**src/rtl/mem_arb_pkg.sv**
```systemverilog
// mem_arb_pkg: shared state encoding, width codes and byte-count decode for mem_port_arbiter.
package mem_arb_pkg;

  typedef enum logic [1:0] {IDLE, ACCESS, DRAIN, DONE} state_t;

  localparam logic [2:0] WIDTH_B = 3'd1;
  localparam logic [2:0] WIDTH_H = 3'd2;
  localparam logic [2:0] WIDTH_W = 3'd4;

  // Anything other than a byte or halfword code is treated as a full word.
  function automatic logic [2:0] byte_count(input logic [2:0] w);
    return (w == WIDTH_B || w == WIDTH_H) ? w : WIDTH_W;
  endfunction

endpackage

```
**src/rtl/mem_arb_picker.sv**
```systemverilog
// mem_arb_picker: combinational grant selection; round-robin from ptr when MEM_ARB_RR_EN is defined,
// otherwise fixed priority with the lowest index winning.
module mem_arb_picker #(
  parameter int NUM_CH = 3,
  parameter int PW = (NUM_CH > 1) ? $clog2(NUM_CH) : 1
) (
  input  logic [NUM_CH-1:0] req,
`ifdef MEM_ARB_RR_EN
  input  logic [PW-1:0]     ptr,
`endif
  output logic [PW-1:0]     idx,
  output logic              ok
);

  int j;

  // Walk offsets from the far end so the nearest requester overwrites last and wins.
  always_comb begin
    idx = '0;
    ok = 1'b0;
    j = 0;
    for (int k = NUM_CH - 1; k >= 0; k--) begin
`ifdef MEM_ARB_RR_EN
      j = (int'(ptr) + k) % NUM_CH;
`else
      j = k;
`endif
      if (req[j]) begin
        idx = PW'(j);
        ok = 1'b1;
      end
    end
  end

endmodule

```
**src/rtl/mem_port_arbiter.sv**
```systemverilog
// mem_port_arbiter: NUM_CH-client arbiter serialising 1/2/4-byte accesses onto an 8-bit RAM bus.
// Define MEM_ARB_RR_EN for round-robin arbitration; default is fixed priority.
module mem_port_arbiter
  import mem_arb_pkg::*;
#(
  parameter int NUM_CH = 3,
  parameter int ADDR_W = 32
) (
  input  logic                     clk,
  input  logic                     rst,
  input  logic                     rdy,
  input  logic [NUM_CH-1:0]        req_valid,
  input  logic [NUM_CH-1:0]        req_we,
  input  logic [3*NUM_CH-1:0]      req_width,
  input  logic [ADDR_W*NUM_CH-1:0] req_addr,
  input  logic [32*NUM_CH-1:0]     req_wdata,
  input  logic [NUM_CH-1:0]        abort,
  output logic [NUM_CH-1:0]        req_ready,
  output logic [NUM_CH-1:0]        rsp_valid,
  output logic [31:0]              rsp_rdata,
  output logic                     busy,
  input  logic [7:0]               mem_din,
  output logic [7:0]               mem_dout,
  output logic [ADDR_W-1:0]        mem_a,
  output logic                     mem_wr
);

  localparam int PW = (NUM_CH > 1) ? $clog2(NUM_CH) : 1;

  state_t            state;
  logic [PW-1:0]     owner;
  logic [PW-1:0]     pick;
  logic              pick_ok;
  logic [ADDR_W-1:0] addr;
  logic [1:0]        cnt;
  logic [1:0]        last;
  logic              we;
  logic [31:0]       wdata;
  logic [31:0]       rdata;
  logic              arb;
  logic              in_acc;
  logic              abort_own;

`ifdef MEM_ARB_RR_EN
  logic [PW-1:0] ptr;
`endif

  assign arb = (state == IDLE) || (state == DONE);
  assign in_acc = state == ACCESS;
  assign abort_own = abort[owner] && !we;

  mem_arb_picker #(.NUM_CH(NUM_CH), .PW(PW)) u_picker (
    .req (req_valid & ~abort),
`ifdef MEM_ARB_RR_EN
    .ptr (ptr),
`endif
    .idx (pick),
    .ok  (pick_ok)
  );

  // The grant pulse depends on live inputs, so it is masked while frozen or in reset.
  assign req_ready = (arb && rdy && pick_ok && !rst) ? NUM_CH'(1) << pick : '0;
  assign rsp_valid = (state == DONE) ? NUM_CH'(1) << owner : '0;
  assign rsp_rdata = (state == DONE && !we) ? rdata : '0;
  assign busy = state != IDLE;
  assign mem_a = in_acc ? addr + ADDR_W'(cnt) : '0;
  assign mem_wr = in_acc && we && rdy;
  assign mem_dout = (in_acc && we) ? wdata[{cnt, 3'd0} +: 8] : '0;

  always_ff @(posedge clk or posedge rst) begin
    if (rst) begin
      state <= IDLE;
      owner <= '0;
      addr <= '0;
      cnt <= '0;
      last <= '0;
      we <= 1'b0;
      wdata <= '0;
      rdata <= '0;
`ifdef MEM_ARB_RR_EN
      ptr <= '0;
`endif
    end else if (rdy) begin
      if (arb) begin
        if (pick_ok) begin
          state <= ACCESS;
          owner <= pick;
          addr <= req_addr[ADDR_W*pick +: ADDR_W];
          we <= req_we[pick];
          wdata <= req_wdata[32*pick +: 32];
          last <= 2'(byte_count(req_width[3*pick +: 3]) - 3'd1);
          cnt <= '0;
          rdata <= '0;
`ifdef MEM_ARB_RR_EN
          ptr <= (pick == PW'(NUM_CH - 1)) ? '0 : pick + 1'b1;
`endif
        end else begin
          state <= IDLE;
        end
      end else if (abort_own) begin
        state <= IDLE;
      end else if (in_acc) begin
        // mem_din carries the byte addressed in the previous advancing cycle.
        if (!we && cnt != 2'd0) rdata[{cnt - 2'd1, 3'd0} +: 8] <= mem_din;
        cnt <= cnt + 2'd1;
        if (cnt == last) state <= we ? DONE : DRAIN;
      end else begin
        rdata[{last, 3'd0} +: 8] <= mem_din;
        state <= DONE;
      end
    end
  end

endmodule

```
**config.mk**
```make
export PLATFORM = sky130hd
export DESIGN_NAME = mem_port_arbiter
export DESIGN_NICKNAME = d
export VERILOG_FILES = /design/src/rtl/mem_arb_pkg.sv /design/src/rtl/mem_arb_picker.sv /design/src/rtl/mem_port_arbiter.sv
export SDC_FILE = /design/constraint.sdc
export NUM_CORES = 1
export LEC_CHECK = 0
export CAP_MARGIN = 10
export CORE_ASPECT_RATIO = 1.4
export CORE_UTILIZATION = 40
export DETAILED_ROUTE_END_ITERATION = 10
export PLACE_DENSITY = 0.78
export SETUP_SLACK_MARGIN = 0.5
export SLEW_MARGIN = 20
export SYNTH_ARGS = -nofsm -noshare
export SYNTH_HDL_FRONTEND = slang
export SYNTH_SLANG_ARGS = --single-unit
```
**constraint.sdc**
```tcl
create_clock -name clk -period 4.44 [get_ports clk]
set_input_delay 0.888 -clock clk [delete_from_list [all_inputs] [get_ports clk]]
set_output_delay 0.888 -clock clk [all_outputs]
set_load 0.02 [all_outputs]
```
* Word-level counts from Yosys, hierarchy flattened
Index checks and enable logic that the tools add are counted.
Word-level totals: output and inout bits 80, input bits 221, logic and storage cells 91, flip-flop bits (word level) 105
Cells by class: add/subtract/negate cells 6, mux-type cells 33, reduce and logical (&&, ||, !) cells 20, multiply operators 1, shifts and indexed selects 10, $lt $le $gt $ge 2, bitwise logic cells 2, equality and inequality tests 9
Operators by type and width (count):
- 2-to-1 mux 32 bit | 7
- indexed part select 96 x 8 -> 32 bit | 2
- bitwise mux 32 bit | 2
- variable shift 8 x 7 -> 32 bit, first input constant | 2
- indexed part select 8 x 7 -> 32 bit | 2
- adder 32 x 2 -> 32 bit | 1
- indexed part select 32 x 6 -> 8 bit | 1
- 2-to-1 mux 2 bit | 12
- negation 5 -> 7 bit | 2
- indexed part select 9 x 5 -> 3 bit | 1
- logical AND 1 bit | 8
- 2-to-1 mux 8 bit | 1
- AND reduction 4 bit | 2
- 2-to-1 mux 1 bit | 7
- < comparator 2 x 3 -> 1 bit, second input constant | 2
- 2-to-1 mux 3 bit | 2
- nonzero test 2 bit | 3
- << shifter 1 x 2 -> 3 bit, first input constant | 2
- binary-select mux 1 bit (select 2 bit) | 2
- multiplier 2 x 2 -> 4 bit, first input constant | 1
- inequality test 2 bit, second input constant | 2
- inequality test 4 x 2 -> 1 bit, second input constant | 1
- subtractor 2 x 1 -> 2 bit, second input constant | 2
- AND 3 bit | 1
- 13 further kinds | 15

* Logic depth before layout (Yosys ltp)
Gate-level depths: netlist (run 1).
depth after elaboration 11, mapped depth 9, depth with buffers taken out 7

* Hierarchy
From an unflattened synthesis (run 1), not the netlist that was laid out.
Second synthesis, totals: cell total of the unflattened synthesis 852, area total of the unflattened synthesis 7260.7 µm²
Modules (own cells, without submodules):
- mem_port_arbiter | seq. area each 2627.5 µm², area an instance 7240.7 µm², instances 1, cells an instance 849
- mem_arb_picker | seq. area each 0.0 µm², area an instance 20.0 µm², instances 1, cells an instance 3

* Worst setup path before layout (run 1)
OpenSTA, ideal clock, no wires.
path type reg-to-output, start reg cnt[0], end out mem_a[28], arrival 2.648 ns, slack 0.904 ns, buffers on the path 2, required time 3.552 ns, cell stages (with the launch flop) 10, cells stage by stage dfrtp_1 ha_1 fa_1 and3_1 clkbuf_1 nand3_1 or4_1 clkbuf_1 or3_1 a21oi_1
On the way: word-level cells in the longest chain between the ends 2
Ends and longest elaborated chain:
- from (decl) | line mem_port_arbiter.sv:35 | logic [1:0] cnt;
- from (signal assigned) | line mem_port_arbiter.sv:105 | cnt <= cnt + 2'd1;
- adder 32 x 2 -> 32 bit | line mem_port_arbiter.sv:66 | assign mem_a = in_acc ? addr + ADDR_W'(cnt) : '0;
- 2-to-1 mux 32 bit | line mem_port_arbiter.sv:66
- to (decl) | line mem_port_arbiter.sv:24 | output logic [ADDR_W-1:0] mem_a,
Every way passes these cells.

* Final worst setup path (run 1)
start in req_valid[0], end out req_ready[1]
On the way: word-level cells in the longest chain between the ends 5, elaborated cells on any way between the ends 7, those cells by class 1 x shift; 3 x mux; 1 x bitwise; 2 x reduce/logical
Ends and longest elaborated chain:
- from (decl) | line mem_port_arbiter.sv:12 | input logic [NUM_CH-1:0] req_valid,
- AND 3 bit (*) | line mem_port_arbiter.sv:53 | .req (req_valid & ~abort),
- 2-to-1 mux 1 bit | line mem_arb_picker.sv:28 | if (req[j]) begin
- logical AND 1 bit (2 in a row) | line mem_port_arbiter.sv:62 | assign req_ready = (arb && rdy && pick_ok && !rst) ? NUM_CH'(1) << pick : '0;
- 2-to-1 mux 3 bit (*) | line mem_port_arbiter.sv:62
- to (decl) | line mem_port_arbiter.sv:18 | output logic [NUM_CH-1:0] req_ready,
Every way passes the cells marked *; elsewhere a longest branch is shown, timed or not.

==> results of run 1 <==
[stage by stage]
step                utilization (%)  area [µm²]  power (mW)  setup slack (ns)  hold WS [ns]
finish                         61.6       10800        4.92             0.608         0.477
global route                   61.6       10800        5.24             0.502         0.493
CTS                            61.4       10800        4.95             0.345         0.482
detailed placement             59.5       10400        4.07             0.489         0.465
global placement               59.5       10400        4.02             0.520         0.456
floorplan                         -        7220        3.11             0.791         0.444
[final cells by class]
class / count / area (µm²) / share of cell area (%)
clock inverter: 7 / 101 / 0.938
inverter: 48 / 183 / 1.69
multi-input combinational: 587 / 4240 / 39.3
antenna: 2 / 5.00 / 0.0463
tap: 236 / 295 / 2.73
clock buffer: 9 / 225 / 2.08
timing repair buffer: 315 / 3120 / 28.9
sequential: 105 / 2630 / 24.3
[per-layer routing]
layer / GRT usage (%) / vias to the layer above
li1: - / 3352
met1: 28.2 / 3152
met2: 44.1 / 253
met3: 6.45 / 29
met4: 6.20 / 2
met5: 0 / -
[how the worst max path moves through the flow]
stage | to | cells past startpoint | slack (ns) | from
3_5_place_dp | req_ready[2] | 6 | 0.49 | req_valid[0]
2_1_floorplan | addr[0]$_DFFE_PP0P_ | 1 | 0.79 | rst
3_3_place_gp | req_ready[2] | 6 | 0.52 | req_valid[2]
4_1_cts | mem_a[28] | 8 | 0.35 | addr[0]$_DFFE_PP0P_
6_report | req_ready[1] | 6 | 0.61 | req_valid[0]
5_1_grt | req_ready[1] | 7 | 0.50 | req_valid[1]
[registers in the layout, indices dropped and copies added, names as in the netlist]
register / flops
cnt: 2
state: 2
addr: 32
we: 1
last: 2
owner: 2
wdata: 32
rdata: 32
[power breakdown]
group          switching (mW)  internal, mW
clock network           0.368         0.499
logic                    1.25          1.17
registers               0.340          1.30
total                    1.95          2.97
[what timing repair did]
item                       4_1_cts  5_1_grt
gates resized for setup          9        6
setup endpoints to repair       10        6
hold buffers                     0        0
buffers inserted                 0        0
pin swaps                        0        0
[cell families after synthesis]
group / Yosys count / share of synthesized area [%]
AO/OA/AOI/OAI: 175 / 17.5
XOR/XNOR: 24 / 2.91
multiplexers: 109 / 16.5
buffers and inverters: 102 / 5.51
AND/OR/NAND/NOR: 262 / 18.1
adder cells (fa/ha/maj): 17 / 3.05
flip-flops: 105 / 36.4
[synthesized netlist by cell type (13+ instances only)]
cell type / instances
inv_1: 47
clkbuf_1: 36
a21o_1: 60
a211oi_1: 62
nor2_1: 90
nand2_1: 51
and2_1: 37
nand3_1: 17
ha_1: 16
xor2_1: 13
o21ai_0: 19
dfrtp_1: 105
mux2i_1: 100
==> run summary, run 1 <==
Outcome: finished clean
Mapped cell area: 7220 µm²
Inserted Clock Buffers: 9
Fin crit share: 86.3%
Met2 routed WL: 11500 µm
Hold Path Class: reg2reg
CP endpoint kind: output port
Min-delay src: wdata[17]$_DFFE_PP0P_
Worst EP required: 3.55 ns
CP peak stage delay: 0.67 ns
Relative max-transition margin: 31.2%
Ys async rst share: 100%
Die width: 116 µm
Post-synth EDFFs: 0
Clk root buf: clkbuf_16
Row count: 57
Slew @ Worst Pin: 1.03 ns
RSZ-0062 raised after global routing: false
PortBufs: 300
Minimum clock period: 3.83 ns
Fin. Hold Viols: 0
Fraction of layout cells with a size suffix above 1: 5.60%
Die area: 18600 µm²
Final Max Tran Viols: 0
Worst setup SP type: primary input
CTS tree: done
Post-DR wirelength/cell: 17.0 µm
Met3 wire len: 1630 µm
Drt initial violations: 299
Routability congestion estimate: 0.850
Post-Syn Nets: 1032
DRC violations left: 0
P&R area growth vs syn: 49.6%
Flop2flop setup slack: 1.58 ns
First-pass GRT wire length: 35000 µm
Synthesis-stage register bit count: 105
Slowest cell on crit path: clkdlybuf4s50_1
Top cell type's share of synthesized area: 36.4%
Clk buf depth: 2
Die Height: 161 µm
CTS sink cnt: 105
Cells after Synth: 794
F_max: 261 MHz
Synth top area cells: dfrtp_1, mux2i_1, a211oi_1, a21o_1, nor2_1
Static Leak: 5.16 nW
Synth area leader: dfrtp_1
Endpoints failing setup: 0
Antenna Nets Post-Route: 0
Worst path cell trace: clkdlybuf4s50_1, nor2b_2, nor3_1, or3_4, nor3_1, clkdlybuf4s50_1
Setup TNS: 0 ns
Leading cell types in the layout, fill and taps excluded: clkdlybuf4s50_1, dfrtp_1, mux2i_1, nor2_1, a211oi_1
Vias: 6788
CORE AREA: 17500 µm²
Buffers & Inverters on Critical Path: 2
Clk_skew: 0.00477 ns
Highest routed layer: met5
Synth warn: 0
P per Cell Area: 455 nW/µm²
Crit path max-delay family: buffers and inverters
Max-cap viol count: 0
Commonest non-fill, non-tap cell in the layout: clkdlybuf4s50_1
Largest net degree at the start of global routing: 72
Reg2Reg Depth: 7
# fillers: 1561
H-tree depth: 3
Critical path arrival: 2.94 ns
Post-DP HPWL: 17500 µm
Hold Crit Endpoint: wdata[17]$_DFFE_PP0P_
GRT Total Usage: 24.5%
GR Overflow Total: 0
Initial antenna violation count: 3
1st-pass router iterations: 4
Worst-Skew Late Latency: 0.34 ns
Reg2reg start: state[0]$_DFFE_PP0P_
Hold depth: 1
Critical path peak fanout: 6
Met1 Wirelength: 8670 µm
Initial Utilization: 41.2%
Library cells used by synthesis: 57
Vias in the first global route: 6806
VDD IR max: 0.248 mV
Synth Flop Type: dfrtp_1
WS Path Type: in2out
Count of nets after finishing: 1304
Post-synthesis sequential area ratio: 36.4%
RR Endpoint: last[1]$_DFFE_PP0P_
Inst Count DP: 1291
Reg clk slew, reported paths: 0.07 ns
Routed vias/inst: 5.19
Finished Layout Cells: 1309
Mean post-synth cell area: 9.10 µm²
Io pins: 301
Drt total wl: 22300 µm
Note: power is estimated with default switching activity, not from simulation.
==> run 2: changes to the inputs <==
Settings changed: CORE_MARGIN set to 2, CORE_UTILIZATION 40 to 44, PLACE_DENSITY 0.78 to 0.84.
==> run 2 against run 1 <==
- non-clock buffer count decreased by 1
- clock skew increased by 0.0038 ns
- setup slack improved by 0.034 ns
- routed wire length decreased by 1.7%
- maximum frequency increased by 0.88%
- flip-flop and latch count unchanged
- global-route usage decreased by 0.12 points
- via count increased by 1.1%
- clock power decreased by 12%
- critical path depth increased by 2
- critical path type is now reg2out
- largest cell class unchanged
==> run summary, run 2 (synthesis results as in run 1) <==
Die Height: 156 µm (was 161 µm)
Drt total wl: 21900 µm (was 22300 µm)
Outcome: finished clean (unchanged)
Die width: 112 µm (was 116 µm)
Clk buf depth: 2 (unchanged)
Vias in the first global route: 6837 (was 6806)
Commonest non-fill, non-tap cell in the layout: clkdlybuf4s50_1 (unchanged)
Worst setup SP type: register (was primary input)
F_max: 263 MHz (was 261 MHz)
Hold Path Class: reg2reg (unchanged)
Count of nets after finishing: 1303 (was 1304)
Worst-Skew Late Latency: 0.34 ns (about the same)
Initial Utilization: 44.9% (was 41.2%)
Routability congestion estimate: 0.832 (was 0.850)
CP endpoint kind: output port (unchanged)
1st-pass router iterations: 5 (was 4)
Final Max Tran Viols: 0 (unchanged)
Leading cell types in the layout, fill and taps excluded: clkdlybuf4s50_1, dfrtp_1, mux2i_1, nor2_1, a211oi_1 (unchanged)
Leading registers by flop count: addr (32), rdata (32), wdata (32) (unchanged)
H-tree depth: 3 (unchanged)
Row count: 55 (was 57)
Routed vias/inst: 5.41 (was 5.19)
Inst Count DP: 1253 (was 1291)
Fin crit share: 85.5% (was 86.3%)
Minimum clock period: 3.80 ns (was 3.83 ns)
Clk_skew: 0.00854 ns (was 0.00477 ns)
Initial antenna violation count: 2 (was 3)
Hold depth: 1 (unchanged)
Inserted Clock Buffers: 9 (unchanged)
Fin area: 10700 µm² (was 10800 µm²)
Reg clk slew, reported paths: 0.07 ns (about the same)
GRT Total Usage: 24.3% (was 24.5%)
First-pass GRT wire length: 34200 µm (was 35000 µm)
Die area: 17500 µm² (was 18600 µm²)
PortBufs: 300 (unchanged)
Largest net degree at the start of global routing: 102 (was 72)
Buffer count from post-CTS setup fixing: 0 (unchanged)
Slew @ Worst Pin: 1.10 ns (was 1.03 ns)
Antenna Nets Post-Route: 0 (unchanged)
GR Overflow Total: 0 (unchanged)
Io pins: 301 (unchanged)
CTS tree: done (unchanged)
WS Path Type: reg2out (was in2out)
Post-DP Area: 10400 µm² (about the same)
Max-cap viol count: 0 (unchanged)
# hold bufs at CTS: 0 (unchanged)
Critical path peak fanout: 8 (was 6)
# fillers: 1312 (was 1561)
Relative max-transition margin: 26.6% (was 31.2%)
P per Cell Area: 448 nW/µm² (was 455 nW/µm²)
RSZ-0062 raised after global routing: false (unchanged)
P&R area growth vs syn: 48.1% (was 49.6%)
Drt initial violations: 339 (was 299)
DRC violations left: 0 (unchanged)
Dpl ws: 0.502 ns (was 0.489 ns)
Post-DP HPWL: 17300 µm (was 17500 µm)
Final setup slack of the worst path: 0.642 ns (was 0.608 ns)
Setup TNS: 0 ns (unchanged)
Critical path arrival: 2.91 ns (was 2.94 ns)
Clk root buf: clkbuf_16 (unchanged)
CTS sink cnt: 105 (unchanged)
Post-DR wirelength/cell: 17.2 µm (was 17.0 µm)
Fraction of layout cells with a size suffix above 1: 5.24% (was 5.60%)
Layout Utilization: 66.4% (was 61.6%)
Reg2Reg Depth: 6 (was 7)
VDD IR max: 0.280 mV (was 0.248 mV)
CORE AREA: 16100 µm² (was 17500 µm²)
Static Leak: 5.15 nW (was 5.16 nW)
Endpoints failing setup: 0 (unchanged)
Worst EP required: 3.55 ns (about the same)
Finished Layout Cells: 1270 (was 1309)
Vias: 6866 (was 6788)
Fin. Hold Viols: 0 (unchanged)
run 2: cell count changes in the layout (fill, tap and decap cells not counted), moves of 2 or more:
| cell | previous run | this run |
|---|---|---|
| clkinv_2 | 0 | 3 |
| inv_6 | 2 | 0 |
| clkinvlp_4 | 2 | 0 |
| clkbuf_1 | 0 | 2 |
run 2: worst paths after layout:
kind | startpoint | endpoint | slack [ns]
max | addr[0]$_DFFE_PP0P_ | mem_a[28] | 0.64
min | wdata[19]$_DFFE_PP0P_ | wdata[19]$_DFFE_PP0P_ | 0.48
max reg2reg | state[0]$_DFFE_PP0P_ | rdata[7]$_DFFE_PP0P_ | 1.69
min reg2reg | wdata[19]$_DFFE_PP0P_ | wdata[19]$_DFFE_PP0P_ | 0.48
max in group asynchronous | rst | addr[29]$_DFFE_PP0P_ | 2.44
min in group asynchronous | rst | last[0]$_DFFE_PP0P_ | 1.19
run 2: routing by layer:
metal  share of wire [%]  GRT usage, %
met1                  39          28.2
met2                  52          43.9
met3                 6.8          6.29
met4                 2.5          7.72
met5                   0             0
run 2: report_power, final:
group          internal [mW]  switching [mW]
sequential              1.30           0.333
combinational           1.16            1.23
clock                  0.432           0.335
run 2: through the flow:
step / power, mW / hold slack [ns]
after global placement: 4.00 / 0.456
after CTS: 4.83 / 0.479
after floorplan: 3.11 / 0.444
after detailed placement: 4.06 / 0.464
final: 4.79 / 0.476
after global routing: 5.12 / 0.499
run 2: area by class of cell:
cell class	instances	area [µm²]	area share, %
diodes	2	5.00	0.0468
clock buffers	11	233	2.18
clock inverters	4	45.0	0.421
inverters	48	183	1.71
multi-input cells	587	4240	39.6
flip-flops and latches	105	2630	24.6
well taps	199	249	2.33
repair buffers	314	3120	29.1
run 2: timing repair:
item,in CTS,in global routing
cloned,0,0
endpoints found under the setup margin,10,7
gates resized for setup,11,7
run 2: critical path: stages, from the launching register on:
cell             delay, ns
dfrtp_1               0.36
ha_1                  0.19
fa_1                  0.21
and3_2                0.28
nand3_1               0.10
or4_4                 0.60
or3_1                 0.36
a21oi_1               0.15
clkdlybuf4s15_1       0.33
